<file path="src/rtl/ats21_pkg.sv">
// Shared ATS21 definitions: opcodes, issuer FSM states, and the bit layout of
// the response word.
package ats21_pkg;

   localparam int unsigned CMD_W   = 32;
   localparam int unsigned LANE_W  = 16;
   localparam int unsigned OPC_MSB = 31;
   localparam int unsigned OPC_LSB = 29;

   typedef enum logic [2:0] {
      ATS_NOP     = 3'd0,
      ATS_SET_CLK = 3'd1,
      ATS_EN_CLK  = 3'd2,
      ATS_MODE    = 3'd3,
      ATS_SET_ALM = 3'd4,
      ATS_SET_TMR = 3'd5,
      ATS_EN_ALM  = 3'd6
   } ats_opc_e;

   typedef enum logic [2:0] {
      S_IDLE = 3'd0,
      S_HI   = 3'd1,
      S_LO   = 3'd2,
      S_WAIT = 3'd3,
      S_RESP = 3'd4
   } ats_state_e;

   // resp = {b_issued, b_ack, a_issued, a_ack}
   localparam int unsigned RESP_A_ACK = 0;
   localparam int unsigned RESP_A_ISS = 1;
   localparam int unsigned RESP_B_ACK = 2;
   localparam int unsigned RESP_B_ISS = 3;

   function automatic logic [2:0] cmd_opcode(input logic [CMD_W-1:0] cmd);
      return cmd[OPC_MSB:OPC_LSB];
   endfunction

endpackage

</file>
<file path="src/rtl/ats_cmd_issuer_if.sv">
// Client, ATS21 instruction and response signals of the command issuer.
// The issuer takes the slave view; whoever drives clients and the ATS21 takes master.
interface ats_cmd_issuer_if;

   logic        a_valid;
   logic [31:0] a_cmd;
   logic        a_ready;
   logic        b_valid;
   logic [31:0] b_cmd;
   logic        b_ready;
   logic        req;
   logic [15:0] ctrlA;
   logic [15:0] ctrlB;
   logic [1:0]  stat;
   logic        resp_valid;
   logic        resp_ready;
   logic [3:0]  resp;

   modport slave (
      input  a_valid, a_cmd, b_valid, b_cmd, stat, resp_ready,
      output a_ready, b_ready, req, ctrlA, ctrlB, resp_valid, resp
   );

   modport master (
      output a_valid, a_cmd, b_valid, b_cmd, stat, resp_ready,
      input  a_ready, b_ready, req, ctrlA, ctrlB, resp_valid, resp
   );

endinterface

</file>
<file path="src/rtl/ats_cmd_slot.sv">
// One-deep command holding register. Loads on in_valid && in_ready and empties on free.
module ats_cmd_slot
   import ats21_pkg::*;
(
   input  logic             clk_1x,
   input  logic             reset,
   input  logic             in_valid,
   input  logic [CMD_W-1:0] in_cmd,
   input  logic             free,
   output logic             in_ready,
   output logic             full,
   output logic [CMD_W-1:0] cmd
);

   logic             full_q, full_d;
   logic [CMD_W-1:0] cmd_q, cmd_d;
   logic             load;

   // ready is held low while reset is asserted, not only when the slot is full
   assign in_ready = ~full_q & ~reset;
   assign load     = in_valid & in_ready;

   always_comb begin
      full_d = full_q;
      cmd_d  = cmd_q;
      if (free) begin
         full_d = 1'b0;
      end
      if (load) begin
         full_d = 1'b1;
         cmd_d  = in_cmd;
      end
   end

   always_ff @(posedge clk_1x or posedge reset) begin
      if (reset) begin
         full_q <= 1'b0;
         cmd_q  <= '0;
      end else begin
         full_q <= full_d;
         cmd_q  <= cmd_d;
      end
   end

   assign full = full_q;
   assign cmd  = cmd_q;

endmodule

</file>
<file path="src/rtl/ats_cmd_issuer.sv">
// Arbitration-free ATS21 command issuer: both full client slots launch together and are
// sent as HI/LO half-words, then stat is sampled and the result is offered to the consumer.
//
// state | meaning
// IDLE  | no transaction; leave as soon as either slot holds a command
// HI    | req high, launched lanes carry cmd[31:16]
// LO    | req high, launched lanes carry cmd[15:0]
// WAIT  | STAT_LAT cycles for the ATS21 to answer; launched slots already freed
// RESP  | resp_valid high, resp held until resp_ready
module ats_cmd_issuer
   import ats21_pkg::*;
#(
   parameter int unsigned STAT_LAT = 1,
   parameter logic [2:0]  OPC_NOP  = 3'b000
) (
   input logic            clk_1x,
   input logic            reset,
   ats_cmd_issuer_if.slave bus
);

   localparam logic [2:0] ST_IDLE   = 3'(S_IDLE);
   localparam logic [2:0] ST_HI     = 3'(S_HI);
   localparam logic [2:0] ST_LO     = 3'(S_LO);
   localparam logic [2:0] ST_WAIT   = 3'(S_WAIT);
   localparam logic [2:0] ST_RESP   = 3'(S_RESP);
   localparam logic [1:0] WAIT_INIT = 2'(STAT_LAT - 1);

   logic             a_ready, b_ready;
   logic             full_a, full_b;
   logic             free_a, free_b;
   logic [CMD_W-1:0] cmd_a, cmd_b;

   logic [2:0] state_q, state_d;
   logic       launch_a_q, launch_a_d;
   logic       launch_b_q, launch_b_d;
   logic       issue_a_q, issue_a_d;
   logic       issue_b_q, issue_b_d;
   logic [1:0] wait_cnt_q, wait_cnt_d;
   logic [3:0] resp_q, resp_d;

   logic              req;
   logic [LANE_W-1:0] ctrl_a, ctrl_b;

   ats_cmd_slot u_slot_a (
      .clk_1x   (clk_1x),
      .reset    (reset),
      .in_valid (bus.a_valid),
      .in_cmd   (bus.a_cmd),
      .free     (free_a),
      .in_ready (a_ready),
      .full     (full_a),
      .cmd      (cmd_a)
   );

   ats_cmd_slot u_slot_b (
      .clk_1x   (clk_1x),
      .reset    (reset),
      .in_valid (bus.b_valid),
      .in_cmd   (bus.b_cmd),
      .free     (free_b),
      .in_ready (b_ready),
      .full     (full_b),
      .cmd      (cmd_b)
   );

   always_comb begin
      state_d    = state_q;
      launch_a_d = launch_a_q;
      launch_b_d = launch_b_q;
      issue_a_d  = issue_a_q;
      issue_b_d  = issue_b_q;
      wait_cnt_d = wait_cnt_q;
      resp_d     = resp_q;
      free_a     = 1'b0;
      free_b     = 1'b0;
      case (state_q)
         ST_IDLE: begin
            // snapshot which slots ride this transaction; later arrivals wait
            if (full_a || full_b) begin
               state_d    = ST_HI;
               launch_a_d = full_a;
               launch_b_d = full_b;
               issue_a_d  = full_a && (cmd_opcode(cmd_a) != OPC_NOP);
               issue_b_d  = full_b && (cmd_opcode(cmd_b) != OPC_NOP);
            end
         end
         ST_HI: begin
            state_d = ST_LO;
         end
         ST_LO: begin
            state_d    = ST_WAIT;
            wait_cnt_d = WAIT_INIT;
            free_a     = launch_a_q;
            free_b     = launch_b_q;
         end
         ST_WAIT: begin
            if (wait_cnt_q == 2'd0) begin
               state_d            = ST_RESP;
               resp_d[RESP_A_ACK] = issue_a_q & bus.stat[0];
               resp_d[RESP_A_ISS] = issue_a_q;
               resp_d[RESP_B_ACK] = issue_b_q & bus.stat[1];
               resp_d[RESP_B_ISS] = issue_b_q;
            end else begin
               wait_cnt_d = wait_cnt_q - 2'd1;
            end
         end
         ST_RESP: begin
            if (bus.resp_ready) begin
               state_d    = ST_IDLE;
               resp_d     = '0;
               launch_a_d = 1'b0;
               launch_b_d = 1'b0;
               issue_a_d  = 1'b0;
               issue_b_d  = 1'b0;
            end
         end
         default: begin
            state_d = ST_IDLE;
         end
      endcase
   end

   always_ff @(posedge clk_1x or posedge reset) begin
      if (reset) begin
         state_q    <= ST_IDLE;
         launch_a_q <= 1'b0;
         launch_b_q <= 1'b0;
         issue_a_q  <= 1'b0;
         issue_b_q  <= 1'b0;
         wait_cnt_q <= '0;
         resp_q     <= '0;
      end else begin
         state_q    <= state_d;
         launch_a_q <= launch_a_d;
         launch_b_q <= launch_b_d;
         issue_a_q  <= issue_a_d;
         issue_b_q  <= issue_b_d;
         wait_cnt_q <= wait_cnt_d;
         resp_q     <= resp_d;
      end
   end

   // A transaction made only of no-ops never raises req
   always_comb begin
      req    = 1'b0;
      ctrl_a = '0;
      ctrl_b = '0;
      if (state_q == ST_HI) begin
         req    = issue_a_q | issue_b_q;
         ctrl_a = issue_a_q ? cmd_a[31:16] : '0;
         ctrl_b = issue_b_q ? cmd_b[31:16] : '0;
      end else if (state_q == ST_LO) begin
         req    = issue_a_q | issue_b_q;
         ctrl_a = issue_a_q ? cmd_a[15:0] : '0;
         ctrl_b = issue_b_q ? cmd_b[15:0] : '0;
      end
   end

   assign bus.a_ready    = a_ready;
   assign bus.b_ready    = b_ready;
   assign bus.req        = req;
   assign bus.ctrlA      = ctrl_a;
   assign bus.ctrlB      = ctrl_b;
   assign bus.resp_valid = (state_q == ST_RESP);
   assign bus.resp       = resp_q;

endmodule

</file>
<file path="src/flat_wrapper.sv">
// flat-port wrapper written by rule: the top's interface ports become plain ports
module ats_cmd_issuer_flat import ats21_pkg::*;
#(
   parameter int unsigned STAT_LAT = 1,
   parameter logic [2:0]  OPC_NOP  = 3'b000
)
  (clk_1x, reset, bus_a_valid, bus_a_cmd, bus_b_valid, bus_b_cmd, bus_stat, bus_resp_ready, bus_a_ready, bus_b_ready, bus_req, bus_ctrlA, bus_ctrlB, bus_resp_valid, bus_resp);
  ats_cmd_issuer_if bus_i ();
  input logic clk_1x;
  input logic reset;
  input wire logic [$bits(bus_i.a_valid)-1:0] bus_a_valid;
  input wire logic [$bits(bus_i.a_cmd)-1:0] bus_a_cmd;
  input wire logic [$bits(bus_i.b_valid)-1:0] bus_b_valid;
  input wire logic [$bits(bus_i.b_cmd)-1:0] bus_b_cmd;
  input wire logic [$bits(bus_i.stat)-1:0] bus_stat;
  input wire logic [$bits(bus_i.resp_ready)-1:0] bus_resp_ready;
  output wire logic [$bits(bus_i.a_ready)-1:0] bus_a_ready;
  output wire logic [$bits(bus_i.b_ready)-1:0] bus_b_ready;
  output wire logic [$bits(bus_i.req)-1:0] bus_req;
  output wire logic [$bits(bus_i.ctrlA)-1:0] bus_ctrlA;
  output wire logic [$bits(bus_i.ctrlB)-1:0] bus_ctrlB;
  output wire logic [$bits(bus_i.resp_valid)-1:0] bus_resp_valid;
  output wire logic [$bits(bus_i.resp)-1:0] bus_resp;
  assign bus_i.a_valid = bus_a_valid;
  assign bus_i.a_cmd = bus_a_cmd;
  assign bus_i.b_valid = bus_b_valid;
  assign bus_i.b_cmd = bus_b_cmd;
  assign bus_i.stat = bus_stat;
  assign bus_i.resp_ready = bus_resp_ready;
  assign bus_a_ready = bus_i.a_ready;
  assign bus_b_ready = bus_i.b_ready;
  assign bus_req = bus_i.req;
  assign bus_ctrlA = bus_i.ctrlA;
  assign bus_ctrlB = bus_i.ctrlB;
  assign bus_resp_valid = bus_i.resp_valid;
  assign bus_resp = bus_i.resp;
  ats_cmd_issuer #(.STAT_LAT(STAT_LAT), .OPC_NOP(OPC_NOP)) u_core (.clk_1x(clk_1x), .reset(reset), .bus(bus_i));
endmodule
</file>
<file path="config.mk">
export PLATFORM = sky130hd
export DESIGN_NAME = ats_cmd_issuer_flat
export DESIGN_NICKNAME = d
export VERILOG_FILES = /design/src/rtl/ats21_pkg.sv /design/src/rtl/ats_cmd_issuer_if.sv /design/src/rtl/ats_cmd_slot.sv /design/src/rtl/ats_cmd_issuer.sv /design/src/flat_wrapper.sv
export SDC_FILE = /design/constraint.sdc
export NUM_CORES = 1
export LEC_CHECK = 0
export ABC_AREA = 1
export ABC_CLOCK_PERIOD_IN_PS = 2400
export CAP_MARGIN = 25
export CORE_MARGIN = 2
export CORE_UTILIZATION = 25
export DETAILED_ROUTE_END_ITERATION = 8
export PLACE_DENSITY_LB_ADDON = 0.15
export SLEW_MARGIN = 20
export SYNTH_ARGS = -nofsm -noshare
export SYNTH_HDL_FRONTEND = slang
export SYNTH_SLANG_ARGS = --single-unit
</file>
<file path="constraint.sdc">
create_clock -name clk_1x -period 2.4 [get_ports clk_1x]
set_clock_uncertainty 0.15 [all_clocks]
set_input_delay 0.24 -clock clk_1x [delete_from_list [all_inputs] [get_ports clk_1x]]
set_output_delay 0.24 -clock clk_1x [all_outputs]
set_load 0.01 [all_outputs]
</file>
==> metrics <==
status complete, no violations; Seq cells post-synth 79; VDD IR max 0.3516 mV; critical path launch point u_core.state_q[1]; final WL 11.52 mm; Largest delay share family, worst path buffers and inverters; area of the core 15,200 um^2; Worst Reg-to-Reg Cells 6; Setup CP Type reg2out; hold depth 3; setup total negative slack 0 ns; hold endpoint u_core.u_slot_b.cmd[27]; net count after synthesis 559; Synth Area in Adders 0.003222; xor/xnor share of the synthesized area 0; RSZ-0062 raised after global routing no; most frequent cells in the layout nand2_1, clkdlybuf4s50_1, dfrtp_1, nand3_1, a21oi_1; combinational power share 0.407; Ports 111; Seq/Total Area, Yosys 0.5090; DR WL/cell 14.57 um; crit path DAT 1.83 ns; ys flop type dfrtp_1; TritonRoute pass-1 iters 4; hpwl dp 8.092 mm; Period Utilization, post-route 0.9245; R2R Path End u_core.u_slot_b.cmd[0]; first-pass GRT wire length 19.24 mm; Residual DRC 0; FF-to-FF Start u_core.u_slot_b.full; initial core utilization 0.2555; Post-synth EDFFs 0; number of buffers created by CTS 9; clock sinks 79; Final Max Slew Viols 0; NetSw 2493 uW; simple-gate share of the synthesized area 0.3505; Area after DPL 5196 um^2; Die Wd 128.6 um; Crit path largest cell delay 0.53 ns; type of origin of the critical path flip-flop; number of H-tree levels 3; initial antenna violation count 0; WP data required 2.01 ns; maximum root-to-sink buffer count 2; hold_ws 0.3077 ns; Hold-fix buffers, CTS 0; gr ovfl total 0; commonest non-fill, non-tap cell in the layout nand2_1; area fraction of the dominant cell type after synthesis 0.5090; Syn Inst Count 487; Hold Crit Class in2reg; Synth Cell Area 3884 um^2; Max-Cap Viols 0; Crit Path Max Fanout 9; HP Start bus_b_cmd[27]; clock latency on the worst-skew pair 0.33 ns; PortBufs 110; via count 3,556; Finished Layout Cells 791; clk root buf clkbuf_16; Total Power 6388 uW; CTS clk-pin slew, worst paths 0.06 ns; Reg power frac 0.367; Initial DRC Count 194; syn_area_per_cell 7.975 um^2; top cell type by total area after synthesis dfrtp_1; vias in the first global route 3,729; slowest CP cell clkdlybuf4s50_1; worst slew pin tran 0.5965 ns; Int Power 3895 uW; largest net degree at the start of global routing 47; DRT antenna net count 0; Static Leak 0.002837 uW; critical path capture point type output pin; Sw Share 0.3903; Final min period 2.219 ns; largest cells by area after synthesis dfrtp_1, nand2_1, nand3_1; Clock Power Share 0.226; Unique masters post-synth 28; Max Clk Rate 450.7 MHz; TritonCTS clock tree yes; Inserted Diodes 0; largest family of logic cells by synthesized area simple AND/OR/NAND/NOR gates; design area 5560 um^2; Yosys Warn Count 0; Final setup viols 0; nets 671; CP Cell Sequence buf_4 -> nor2_4 -> nand2_2 -> inv_1 -> clkdlybuf4s50_1; Buf+Inv Stages, Crit Path 3; mux share of post-synthesis cell area 0; gr usage total 0.1486; placed cell count 773; layout cells sized above 1 0.1194; Vias per Instance 4.496; area grow syn2layout 43.17%; max_slew headroom 0.6023; R2R setup slack 0.72 ns; compound-gate portion of the synthesized area 0.06991; power per cell area 1149 nW/um^2; Die H 128.6 um; Routability Congestion 0.8109; die area 16,550 um^2; Synth async-reset ratio 1.000; row count 45; count of final hold-check violations 0
==> metal layers <==
layer / track usage / wire length, um / part of all wire / up-vias
met2: 0.2381 / 5457 / 0.47 / 71
met3: 0.03617 / 473 / 0.041 / 8
li1: - / - / - / 1777
met5: 0 / 0 / 0 / -
met4: 0.04540 / 129 / 0.011 / 0
met1: 0.1996 / 5460 / 0.47 / 1700
==> cell type report <==
cell class              instances  area [um^2]
inverters                      19        91.34
fillers                      1629         9642
multi-input cells             360         1657
flip-flops and latches         79         1981
repair buffers                129         1265
well taps                     188        235.2
repair inverters                1        20.02
clock buffers                   9        225.2
clock inverters                 6        86.33
==> power by group through the flow <==
stage          registers, uW  clock network (uW)  logic [uW]
6_report                2340                1440        2600
2_1_floorplan           2270                   0        1690
3_5_place_dp            2370                   0        2590
4_1_cts                 2340                1480        2670
3_3_place_gp            2360                   0        2560
5_1_grt                 2420                1550        2970
==> cells by family (layout without fill, tap and decap cells) <==
group           count (synthesis)  after routing
compound gates                 44             44
fa+ha+maj                       1              1
buf+inv                        48            164
flops                          79             79
simple gates                  315            315
==> state kept, by name (all words and copies together) (netlist names) <==
register / cells
u_core.u_slot_a.cmd: 32
u_core.u_slot_b.cmd: 32
u_core.bus.resp: 4
u_core.state_q: 3
u_core.wait_cnt_q: 2
u_core.issue_a_q: 1
u_core.issue_b_q: 1
u_core.launch_a_q: 1
u_core.launch_b_q: 1
u_core.u_slot_a.full: 1
u_core.u_slot_b.full: 1
==> timing repair <==
item | in CTS | in global routing
endpoints found under the setup margin | 32 | 10
pin swaps | 1 | 0
buffers inserted | 2 | 0
gates resized for setup | 31 | 11
gates cloned | 1 | 0
==> worst reg2reg max path, cell delays in order (launching register included) <==
cell	delay (ns)
dfrtp_1	0.45
nor2_2	0.27
buf_12	0.22
nand2_1	0.11
buf_4	0.24
nand2_1	0.10
nand2_1	0.05
==> how the worst max path moves through the flow <==
stage	endpoint	slack, ns	depth (start not counted)
finish	bus_resp_valid	0.18	5
global route	bus_ctrlA[7]	0.07	7
CTS	bus_ctrlB[9]	0.0003	6
detailed placement	bus_ctrlB[0]	0.15	6
global placement	bus_ctrlA[15]	0.20	6
floorplan	bus_ctrlA[3]	0.82	7
==> stage by stage <==
step,utilization,setup slack [ns]
after floorplan,-,0.8180
after global placement,0.3418,0.1950
after detailed placement,0.3418,0.1481
after CTS,0.3640,0.0003066
after global routing,0.3658,0.07209
final,0.3658,0.1811
==> cell usage after synthesis (3+ instances only) <==
cell / instances
buf_4: 4
nand3_2: 3
nand2_2: 9
clkbuf_1: 11
nand3_1: 68
a21oi_1: 27
nand4_1: 5
a21oi_2: 13
inv_1: 15
buf_2: 10
nor2_1: 9
dfrtp_1: 79
nand2_1: 215
Note: power is estimated with default switching activity, not from simulation.
